==> config.mk <==
export PLATFORM = sky130hd
export DESIGN_NAME = regfile_write_port
export DESIGN_NICKNAME = d
export VERILOG_FILES = /design/src/rtl/regfile_write_port.sv
export SDC_FILE = /design/constraint.sdc
export NUM_CORES = 1
export LEC_CHECK = 0
export CORE_AREA = 2 2 152 191
export CTS_CLUSTER_DIAMETER = 30
export DETAILED_ROUTE_END_ITERATION = 16
export DIE_AREA = 0 0 154 193
export PLACE_DENSITY = 0.76
export SETUP_SLACK_MARGIN = 0.02
export SLEW_MARGIN = 10
export SYNTH_ARGS = -nofsm -noshare
export SYNTH_HDL_FRONTEND = slang
export SYNTH_SLANG_ARGS = --single-unit
==> constraint.sdc <==
create_clock -name clk -period 10.28 [get_ports clk]
set_clock_uncertainty 0.05 [all_clocks]
set_input_delay 3.084 -clock clk [delete_from_list [all_inputs] [get_ports clk]]
set_output_delay 3.084 -clock clk [all_outputs]
set_load 0.1 [all_outputs]
==> src/rtl/regfile_write_port.sv <==
// Write side of the register file: in-order write queue, one commit per cycle.
// Define REGFILE_R0_ZERO_EN to hardwire register 0 to zero.
module regfile_write_port #(
  parameter int DATA_WIDTH = 16,
  parameter int ADDR_WIDTH = 4,
  parameter int DEPTH      = 2,
  localparam int NUM_REGS  = 2**ADDR_WIDTH,
  localparam int CNT_W     = $clog2(DEPTH+1),
  localparam int PTR_W     = (DEPTH > 1) ? $clog2(DEPTH) : 1
) (
  input  logic                           clk,
  input  logic                           rst,
  input  logic                           wr_valid,
  input  logic [ADDR_WIDTH-1:0]          wr_addr,
  input  logic [DATA_WIDTH-1:0]          wr_data,
  output logic                           wr_ready,
  input  logic                           commit_en,
  output logic [NUM_REGS-1:0]            commit_onehot,
  output logic [CNT_W-1:0]               pending,
  output logic [NUM_REGS*DATA_WIDTH-1:0] regs_flat
);

  logic [ADDR_WIDTH-1:0] q_addr [DEPTH];
  logic [DATA_WIDTH-1:0] q_data [DEPTH];
  logic [PTR_W-1:0]      head;
  logic [PTR_W-1:0]      tail;
  logic [CNT_W-1:0]      count;

  logic                  push;
  logic                  pop;
  logic                  store;
  logic [ADDR_WIDTH-1:0] head_addr;
  logic [DATA_WIDTH-1:0] head_data;
  logic [NUM_REGS-1:0]   dec;

  logic [DATA_WIDTH-1:0] regs [NUM_REGS];

  function automatic logic [PTR_W-1:0] nxt(
    input logic [PTR_W-1:0] p
  );
    return (p == PTR_W'(DEPTH-1)) ? '0 : p + 1'b1;
  endfunction

  // Ready depends on occupancy only; a full queue
  // refuses input even while it drains.
  assign wr_ready  = (count < CNT_W'(DEPTH));
  assign push      = wr_valid && wr_ready;
  assign pop       = commit_en && (count != '0);
  assign head_addr = q_addr[head];
  assign head_data = q_data[head];
  assign pending   = count;

`ifdef REGFILE_R0_ZERO_EN
  assign store = (head_addr != '0);
`else
  assign store = 1'b1;
`endif

  always_comb begin
    dec = '0;
    dec[head_addr] = store;
  end

  always_ff @(posedge clk or posedge rst) begin
    if (rst) begin
      head  <= '0;
      tail  <= '0;
      count <= '0;
    end else begin
      if (push) tail <= nxt(tail);
      if (pop)  head <= nxt(head);
      unique case ({push, pop})
        2'b10:   count <= count + 1'b1;
        2'b01:   count <= count - 1'b1;
        default: count <= count;
      endcase
    end
  end

  always_ff @(posedge clk) begin
    if (push) begin
      q_addr[tail] <= wr_addr;
      q_data[tail] <= wr_data;
    end
  end

  always_ff @(posedge clk or posedge rst) begin
    if (rst) begin
      for (int i = 0; i < NUM_REGS; i++)
        regs[i] <= '0;
      commit_onehot <= '0;
    end else begin
      if (pop && store)
        regs[head_addr] <= head_data;
      commit_onehot <= pop ? dec : '0;
    end
  end

  for (genvar i = 0; i < NUM_REGS; i++) begin : g_flat
    assign regs_flat[i*DATA_WIDTH +: DATA_WIDTH] = regs[i];
  end

endmodule

After elaboration in Yosys (flattened, before gate mapping)
Memories as Yosys holds them, arrays and structs flattened.
Cells that the tools add are included.
{"block": "word_totals", "ff_bits": 276, "ramBits": 40, "input_bits": 24, "output_inout_bits": 275, "n_memories": 2}
{"block": "classes", "add_sub_neg": 4, "magnitude_cmp": 5, "eq_ne": 2, "n_mux": 11, "bitwise": 1, "n_reduce_logical": 6}
{"memory": "q_data", "depth": 2, "word_bits": 16, "read_ports": 1, "rd_ports_with_merged_regs": 0, "write_ports": 1, "line": "24", "rtl": "logic [DATA_WIDTH-1:0] q_data [DEPTH];"}
{"memory": "q_addr", "depth": 2, "word_bits": 4, "read_ports": 1, "rd_ports_with_merged_regs": 0, "write_ports": 1, "line": "23", "rtl": "logic [ADDR_WIDTH-1:0] q_addr [DEPTH];"}
{"cell": "$bwmux 256", "n": 1}
{"cell": "$demux 16 s4", "n": 1}
{"cell": "$mux 16", "n": 2}
{"cell": "$ge 5x5->1 const B", "n": 1}
{"cell": "$lt 4x5->1 const B", "n": 1}
{"cell": "$lt 5x1->1 const B", "n": 1}
{"cell": "$mux 1", "n": 5}
{"cell": "$not 4->5", "n": 1}
{"cell": "$demux 1 s4", "n": 1}
{"cell": "$ge 4x1->1 const B", "n": 1}
{"cell": "$logic_and 1x1->1", "n": 4}
{"cell": "$pmux 2 s2", "n": 1}
{"cell": "$reduce_bool 2->1", "n": 2}
{"cell": "$add 1x1->1 const B", "n": 2}
{"cell": "$add 2x1->2 const B", "n": 1}
{"cell": "$eq 2x1->1 const B", "n": 1}
{"cell": "$eq 2x2->1 const B", "n": 1}
{"cell": "$lt 2x2->1 const B", "n": 1}
{"cell": "$sub 2x1->2 const B", "n": 1}

Longest topological paths before layout
Gate-level depths: netlist of the first run.
An unclocked memory read counts as a cell.
{"block": "logic_depth", "depth_word": 7, "ltp_mapped": 8, "depth_no_buf": 6}

Worst setup path after synthesis of the first run
Ideal clock, no wire load.
{"block": "synth_path", "path_kind": "input -> register", "startpoint": "input commit_en", "endpoint": "register regs (netlist bit regs_flat[0])", "setup_time_ns": 0.126, "t_arrival_ns": 4.693, "t_required_ns": 10.104, "slack_ns": 5.411, "path_stages": 6, "path_cell_list": "o21ai_0 > buf_2 > buf_4 > a2111oi_4 > buf_6 > mux2_4"}
{"block": "synth_via", "elab_chain_len": 1}
{"element": "start: declaration", "line": "17", "rtl": "input logic commit_en,"}
{"element": "$logic_and 1x1->1", "line": "48", "rtl": "assign pop = commit_en && (count != '0);"}
{"element": "end signal: indexed assignment", "line": "94", "rtl": "regs[head_addr] <= head_data;"}
{"element": "end: declaration", "line": "36", "rtl": "logic [DATA_WIDTH-1:0] regs [NUM_REGS];"}
No other way between the ends.
A chain may end at the register's enable or synchronous reset.

Final worst setup path of the first run
{"block": "layout_path", "startpoint": "register count[1] (netlist: pending[1])", "endpoint": "output wr_ready"}
{"block": "layout_via", "elab_chain_len": 1}
{"element": "start: declaration", "line": "27", "rtl": "logic [CNT_W-1:0] count;"}
{"element": "start signal: assignment", "line": "73", "rtl": "2'b10: count <= count + 1'b1;"}
{"element": "start signal: assignment", "line": "74", "rtl": "2'b01: count <= count - 1'b1;"}
{"element": "start signal: assignment", "line": "75", "rtl": "default: count <= count;"}
{"element": "$lt 2x2->1", "line": "46", "rtl": "assign wr_ready = (count < CNT_W'(DEPTH));"}
{"element": "end: declaration", "line": "16", "rtl": "output logic wr_ready,"}
No other way between the ends.

==> out/qor.csv, run 1 <==
metric;value;unit
H-tree depth;2;
area of the multi-input gates;0.00396;mm²
Crit path depth;2;
final hold viol count;0;
core box area;0.0281;mm²
Die Ht;193;µm
Final Setup Violations;0;
slowest stage delay, CP;1.16;ns
clk sink count;316;
grt total ovfl;0;
HP Class;register to register;
layout cells sized above 1;38.5;%
hold_ws;0.436;ns
detailed-route wire length;31800;µm
#FFs+latches synth;316;
RR Endpoint;regs_flat[213];
number of fill cells;1986;
register area;0.00811;mm²
RSZ-0062 raised after global routing;false;
clk buf depth;3;
initial core utilization;44.2;%
later-pin clock latency in the skew report;0.55;ns
global-route wire length before repair;48200;µm
Critical Path RT;7.15;ns
delay-heaviest family, CP;buffers and inverters;
post-route cell area;0.0176;mm²
status;finished clean;
post-DP HPWL;20800;µm
highest clock rate;185;MHz
Routability Congestion;0.739;
Synth Area per Inst;18.4;µm²
Ports;299;
GRT Total Usage;21.4;%
remaining antenna violation count;0;
crit-path cells;inv_1 > clkdlybuf4s50_1;
Hold Crit Start;regs_flat[211];
drt wl/cell;22.6;µm
first drt pass iteration count;4;
# Post-CTS Setup Buffers;0;
startpoint types;register;
die area;0.0297;mm²
Yosys cell types;25;
setup TNS;0;ns
Chip Width;154;µm
nature of the critical path endpoint;output port;
initial antenna violation count;1;
max-cap violation count;0;
DR iter-0 viols;243;
Syn Inst Count;673;
Syn. warnings;0;
largest net degree at the start of global routing;193;
post-route minimum period;5.41;ns
Final #Nets;1028;
Worst Path Buf+Inv;2;
syn_nets;698;
Worst-Margin Slew;1.21;ns
slowest cell on the critical path;clkdlybuf4s50_1;
cells on worst reg2reg path;4;
vias in the first global route;7717;
Post-CTS Hold Buffers;0;
CTS tree;built;
via count;7162;
Root Driver;clkbuf_16;
CTS resizes;0;
Worst-path clk slew;0.05;ns
Min-Delay Path Depth;1;
R2R Setup Slk;6.88;ns
Seq/Total Area, Yosys;65.4;%
Std-Cell Rows;69;
fin crit share;52.7;%
DRC;0;
Setup CP Type;register to output port;
Slew Limit Fails;0;
placed cell area;0.0157;mm²
number of buffers created by CTS;55;
Hold EP;regs_flat[211];
synthesized area;0.0124;mm²
Crit path arrival time;2.28;ns
max_slew headroom;19.4;%
R2R Path Start;head;
I/O Buffers;298;
synthesis-to-layout area growth;42.4;%
worst-path fanout max;4;
Via-to-Cell Ratio;5.09;
cell usage in the layout (no fill, tap or decap), types with 5 or more instances in the layout:
cell type,n
clkdlybuf4s50_1,298
dfrtp_1,276
mux2_2,202
mux2_4,63
clkbuf_16,58
edfxtp_1,40
buf_4,17
a2111oi_4,16
clkbuf_8,10
clkinvlp_4,9
mux2_1,9
bufinv_16,6
inv_6,6
xnor2_1,5
clkbuf_1,5
clkinv_4,5
area by class of cell:
type                       count  share of cell area (%)
tap                          355                    2.52
sequential                   316                    46.0
clock buffer                  73                    9.11
clock inverter                30                    2.13
inverter                       3                  0.0851
multi-input combinational    311                    22.4
antenna                        2                  0.0284
timing repair buffer         316                    17.7
cells in the mapped netlist (all sizes together):
cell type,count,area (µm²)
and3,1,6.26
nand3,1,5.00
mux2i,2,36.3
dfrtp,276,6910
inv,3,11.3
o21ai,1,5.00
mux2,274,3320
or3b,3,26.3
xnor2,5,43.8
a2111oi,16,440
or3,1,6.26
buf,27,268
nand2,1,3.75
nor2,2,7.51
ha,1,12.5
edfxtp,40,1200
nand3b,3,26.3
clkbuf,16,60.1
layer usage:
metal  GRT usage [%]  routed length, µm
met1            26.0              12700
met2            37.3              16400
met3            4.74               1560
met4            9.17               1190
met5               0                  0
worst reg2reg max path, delay by kind of cell, from the launching register on:
kind,cells,cell delay (ns)
flops,1,1.14
buf+inv,1,0.31
compound gates,1,0.80
simple gates,1,0.61
mux,1,0.35
logic make-up (layout without fill, tap and decap cells):
| logic type | Yosys count | after routing | synth area share (%) |
|---|---|---|---|
| AO/OA/AOI/OAI | 17 | 17 | 3.60 |
| XOR/XNOR | 5 | 5 | 0.353 |
| adder cells (fa/ha/maj) | 1 | 1 | 0.101 |
| buffers and inverters | 46 | 422 | 2.74 |
| flip-flops | 316 | 316 | 65.4 |
| multiplexers | 276 | 276 | 27.1 |
| other | 0 | 2 | 0 |
| AND/OR/NAND/NOR | 12 | 12 | 0.657 |
metrics by stage:
| step | utilization (%) | std cells | setup WS, ns |
|---|---|---|---|
| floorplan | - | 673 | 3.49 |
| global placement | 55.8 | 1301 | 4.69 |
| detailed placement | 55.8 | 1301 | 4.65 |
| CTS | 62.9 | 1404 | 4.85 |
| global route | 62.9 | 1405 | 4.79 |
| finish | 62.9 | 1406 | 4.87 |
registers in the layout, summed over array words and instances, names as in the netlist:
name and count:
q_addr 8, head 1, tail 1, regs_flat 256, commit_onehot 16, pending 2, q_data 32
worst max-delay path by stage:
stage          startpoint          endpoint  slack, ns
6_report       pending[1]          wr_ready       4.87
5_1_grt        pending[1]          wr_ready       4.79
4_1_cts        pending[1]          wr_ready       4.85
3_5_place_dp          rst     regs_flat[59]       4.65
3_3_place_gp          rst     regs_flat[27]       4.69
2_1_floorplan         rst  commit_onehot[0]       3.49
Power of run 1 is left out: the tool's default activity adds up to more than one toggle a clock period on the data nets, which glitch-free logic cannot reach.
==> inputs of run 2 (changes only) <==
--- a/config.mk
+++ b/config.mk
@@ -9,7 +9,7 @@
 export CTS_CLUSTER_DIAMETER = 30
 export DETAILED_ROUTE_END_ITERATION = 16
 export DIE_AREA = 0 0 154 193
-export PLACE_DENSITY = 0.76
+export PLACE_DENSITY = 0.73
 export SETUP_SLACK_MARGIN = 0.02
 export SLEW_MARGIN = 10
 export SYNTH_ARGS = -nofsm -noshare
==> constraint.sdc (replaced) <==
create_clock -name clk -period 5.1 [get_ports clk]
set_clock_uncertainty 0.05 [all_clocks]
set_input_delay 1.53 -clock clk [delete_from_list [all_inputs] [get_ports clk]]
set_output_delay 1.53 -clock clk [all_outputs]
set_load 0.1 [all_outputs]
==> run 2 against run 1 <==
  * Register-to-register slack worse by 4.6 ns
  * Sequential cell count unchanged
  * Critical endpoint unchanged
  * Critical path type unchanged
  * Core utilization down 0.25 points
  * Critical path depth unchanged
  * Wire length up 0.29%
  * Worst hold slack about the same
  * Clock-buffer cell count down 17
  * Non-clock buffer count up 6
==> out/qor.csv, run 2 (synthesis results as in run 1) <==
metric;value;unit;change
status;finished clean;;
Slew Limit Fails;0;;unchanged
H-tree depth;2;;unchanged
global-route wire length before repair;47700;µm;-1.1%
max_slew headroom;20.6;%;+1.2 points
Chip Width;154;µm;unchanged
fin crit share;75.9;%;
Layout Cells excl Fill;1403;;-0.21%
Final #Nets;1029;;+0.097%
commonest non-fill, non-tap cell in the layout;clkdlybuf4s50_1;;
RR Endpoint;regs_flat[234];;
Worst-path clk slew;0.05;ns;about the same
nature of the critical path endpoint;output port;;
Worst-Margin Slew;1.17;ns;-0.0409 ns
post-route minimum period;3.87;ns;
remaining antenna violation count;0;;unchanged
Post-CTS Hold Buffers;0;;unchanged
placed cells;1307;;+0.46%
number of fill cells;2004;;+0.91%
layout cells sized above 1;38.6;%;+0.11 points
HP Class;register to register;;
Routability Congestion;0.779;;+5.5%
Root Driver;clkbuf_16;;
largest net degree at the start of global routing;114;;-41%
number of buffers created by CTS;50;;-9.1%
commonest cells after routing, fill and taps aside;298 x clkdlybuf4s50_1, 276 x dfrtp_1, 202 x mux2_2;;
# Post-CTS Setup Buffers;0;;unchanged
later-pin clock latency in the skew report;0.55;ns;about the same
worst-path fanout max;4;;unchanged
max-cap violation count;0;;unchanged
initial antenna violation count;2;;+1
GRT Total Usage;21.4;%;-0.024 points
Min-Delay Path Depth;1;;unchanged
Setup CP Type;register to output port;;
CTS resizes;0;;unchanged
synthesis-to-layout area growth;41.9;%;
I/O Buffers;298;;unchanged
CTS tree;built;;
highest clock rate;258;MHz;
core box area;0.0281;mm²;unchanged
Largest register FFs;256;;unchanged
post-DP HPWL;21300;µm;+2.4%
initial core utilization;44.2;%;unchanged
grt total ovfl;0;;unchanged
drt wl/cell;22.7;µm;+0.50%
R2R Path Start;head;;
final hold viol count;0;;unchanged
first drt pass iteration count;4;;unchanged
R2R Setup Slk;2.28;ns;-4.60 ns
Ports;299;;unchanged
Std-Cell Rows;69;;unchanged
detailed-route wire length;31900;µm;+0.29%
clk buf depth;3;;unchanged
register area;0.00811;mm²;unchanged
vias in the first global route;7615;;-1.3%
Critical Path RT;3.52;ns;-3.63 ns
Via-to-Cell Ratio;5.08;;-0.26%
DR iter-0 viols;265;;+9.1%
via count;7128;;-0.47%
Die Ht;193;µm;unchanged
die area;0.0297;mm²;unchanged
area of the multi-input gates;0.00396;mm²;unchanged
Final Setup Violations;0;;unchanged
DRC;0;;unchanged
clk sink count;316;;unchanged
Hold EP;regs_flat[210];;
cells on worst reg2reg path;4;;unchanged
RSZ-0062 raised after global routing;false;;
hold_ws;0.436;ns;+0.000214 ns
Hold Crit Start;regs_flat[210];;
Crit path arrival time;2.29;ns;about the same
startpoint types;register;;
-- run 2: cell types whose count changed in the layout (fill, tap and decap cells not counted), sizes merged --
cell / delta
clkinvlp: +1
inv: +2
buf: +6
clkinv: +4
bufinv: +1
clkbuf: -17
-- run 2: worst max path at each step --
stage / start / to / slack, ns
floorplan: rst / commit_onehot[0] / -0.13
global placement: commit_en / regs_flat[117] / 1.14
detailed placement: commit_en / regs_flat[114] / 1.09
CTS: pending[1] / wr_ready / 1.22
global route: pending[1] / wr_ready / 1.19
finish: pending[1] / wr_ready / 1.23
-- run 2: cell type report --
type / instances / area share [%]
antenna: 2 / 0.0285
clock buffer: 56 / 7.78
inverter: 3 / 0.0854
tap: 355 / 2.53
multi-input combinational: 311 / 22.5
timing repair buffer: 322 / 18.2
clock inverter: 38 / 2.72
sequential: 316 / 46.1
-- run 2: critical path: stages (launching register included) --
cell and delay [ns]:
dfrtp_1 0.42, inv_1 0.16, clkdlybuf4s50_1 1.16
-- run 2: through the flow --
stage	utilization (%)	setup slack, ns	TNS (ns)	cell area, µm²
6_report	62.6	1.23	0	17600
3_3_place_gp	56.0	1.14	0	15700
4_1_cts	62.6	1.22	0	17600
2_1_floorplan	-	-0.131	-36.26	12400
3_5_place_dp	56.0	1.09	0	15700
5_1_grt	62.6	1.19	0	17600
-- run 2: per-layer routing --
layer  part of all wire [%]  global-route usage [%]  vias to the layer above
met1                     39                    25.2                     3708
met2                     51                    37.3                      247
met5                      0                       0                        -
met3                    5.9                    5.39                       68
li1                       -                       -                     3105
met4                    4.0                    9.78                        0
Power of run 2 is left out for the same reason.
==> inputs of run 3 (changes only) <==
==> constraint.sdc (replaced) <==
create_clock -name clk -period 3.8 [get_ports clk]
set_clock_uncertainty 0.05 [all_clocks]
set_input_delay 1.14 -clock clk [delete_from_list [all_inputs] [get_ports clk]]
set_output_delay 1.14 -clock clk [all_outputs]
set_load 0.1 [all_outputs]
==> run 3 against run 2 <==
  * Clock-buffer cell count is 7 higher
  * Sequential share of layout area is 1.8 points higher
  * Register-to-register slack worse by 1.1 ns
  * Cell count is 1.0% higher
  * Setup slack worse by 0.18 ns
  * Wire length is 0.14% lower
  * First-iteration DRC count is 29% lower
  * Global-route usage is 0.14 points lower
  * Non-clock buffer count is 11 higher
  * Worst hold slack hardly changed
  * Critical path depth is 4 higher
  * Core utilization is 2.4 points lower
  * Highest routed layer unchanged
==> out/qor.csv, run 3 (synthesis results as in run 1) <==
metric;value;unit;change
RSZ-0062 raised after global routing;false;;
die area;0.0297;mm²;unchanged
nature of the critical path endpoint;register;;
initial antenna violation count;2;;unchanged
post-DP HPWL;21300;µm;about the same
global-route wire length before repair;47500;µm;-0.33%
largest net degree at the start of global routing;110;;-3.5%
I/O Buffers;298;;unchanged
CTS resizes;0;;unchanged
placed cell area;0.0151;mm²;-3.9%
post-route cell area;0.0169;mm²;-3.8%
Largest register FFs;256;;unchanged
remaining antenna violation count;0;;unchanged
commonest cells after routing, fill and taps aside;308 x buf_4, 276 x dfrtp_1, 202 x mux2_2;;
final core occ;60.3;%;-2.4 points
later-pin clock latency in the skew report;0.54;ns;about the same
DRC;0;;unchanged
DR iter-0 viols;188;;-29%
Via-to-Cell Ratio;5.05;;-0.54%
Setup CP Type;primary input to register;;
commonest non-fill, non-tap cell in the layout;buf_4;;
H-tree depth;2;;unchanged
Final Setup Violations;0;;unchanged
RR Endpoint;regs_flat[47];;
Std-Cell Rows;69;;unchanged
Routability Congestion;0.765;;-1.8%
post-route minimum period;2.75;ns;
detailed-route wire length;31800;µm;-0.14%
Die Ht;193;µm;unchanged
Ports;299;;unchanged
clk buf depth;3;;unchanged
status;finished clean;;
via count;7160;;+0.45%
first drt pass iteration count;4;;unchanged
core box area;0.0281;mm²;unchanged
hold_ws;0.436;ns;-0.0000510 ns
highest clock rate;364;MHz;
Hold EP;regs_flat[215];;
cells on worst reg2reg path;4;;unchanged
Root Driver;clkbuf_16;;
final hold viol count;0;;unchanged
R2R Path Start;head;;
Final #Nets;1043;;+1.4%
Crit path arrival time;3.11;ns;+0.82 ns
max_slew headroom;27.7;%;+7.0 points
Hold Crit Start;regs_flat[215];;
R2R Setup Slk;1.16;ns;-1.12 ns
Chip Width;154;µm;unchanged
Critical Path RT;4.16;ns;+0.64 ns
Worst-path clk slew;0.05;ns;about the same
CTS tree;built;;
GRT Total Usage;21.3;%;-0.14 points
layout cells sized above 1;64.7;%;+26 points
Slew Limit Fails;0;;unchanged
HP Class;register to register;;
vias in the first global route;7651;;+0.47%
drt wl/cell;22.5;µm;-1.1%
startpoint types;primary input;;
initial core utilization;44.2;%;unchanged
synthesis-to-layout area growth;36.5;%;
# Post-CTS Setup Buffers;0;;unchanged
clk sink count;316;;unchanged
worst-path fanout max;16;;+12
Worst-Margin Slew;1.08;ns;-0.0867 ns
grt total ovfl;0;;unchanged
Post-CTS Hold Buffers;0;;unchanged
fin crit share;72.3;%;
number of buffers created by CTS;53;;+6.0%
max-cap violation count;0;;unchanged
Min-Delay Path Depth;1;;unchanged
## run 3: cell types whose count changed in the layout (fill, tap and decap cells not counted), sizes merged
cell and delta:
clkdlybuf4s50 -275, buf +286, clkinvlp -1, clkbuf +7
inv -3
## run 3: stage by stage
stage | setup TNS [ns] | setup WS, ns | std cells
2_1_floorplan | -287.42 | -1.04 | 673
3_3_place_gp | 0 | 0.564 | 1318
3_5_place_dp | 0 | 0.505 | 1318
4_1_cts | 0 | 1.06 | 1415
5_1_grt | 0 | 0.988 | 1417
6_report | 0 | 1.05 | 1417
## run 3: worst max path at each step
stage,startpoint,endpoint,cells after the start
floorplan,rst,commit_onehot[0],1
global placement,commit_en,regs_flat[236],6
detailed placement,commit_en,regs_flat[231],6
CTS,commit_en,regs_flat[230],6
global route,commit_en,regs_flat[230],6
finish,commit_en,regs_flat[230],6
## run 3: worst max-delay path, stage by stage
cell	delay [ns]
clkdlybuf4s50_1	0.50
o21ai_4	0.27
buf_4	0.27
a2111oi_4	0.30
buf_4	0.26
mux2_2	0.35
## run 3: layer usage
layer / up-vias / global-route usage (%) / share of wire [%]
met2: 234 / 37.3 / 51
met4: 0 / 9.09 / 3.6
li1: 3134 / - / -
met5: - / 0 / 0
met1: 3727 / 25.5 / 40
met3: 65 / 4.76 / 5.2
## run 3: layout make-up
class | instances | area (µm²)
clock inverter | 34 | 415
clock buffer | 63 | 1380
inverter | 3 | 15.0
sequential | 316 | 8110
multi-input combinational | 311 | 3960
antenna | 2 | 5.00
timing repair buffer | 333 | 2580
fill | 2130 | 11100
tap | 355 | 444
Power of run 3 is left out for the same reason.
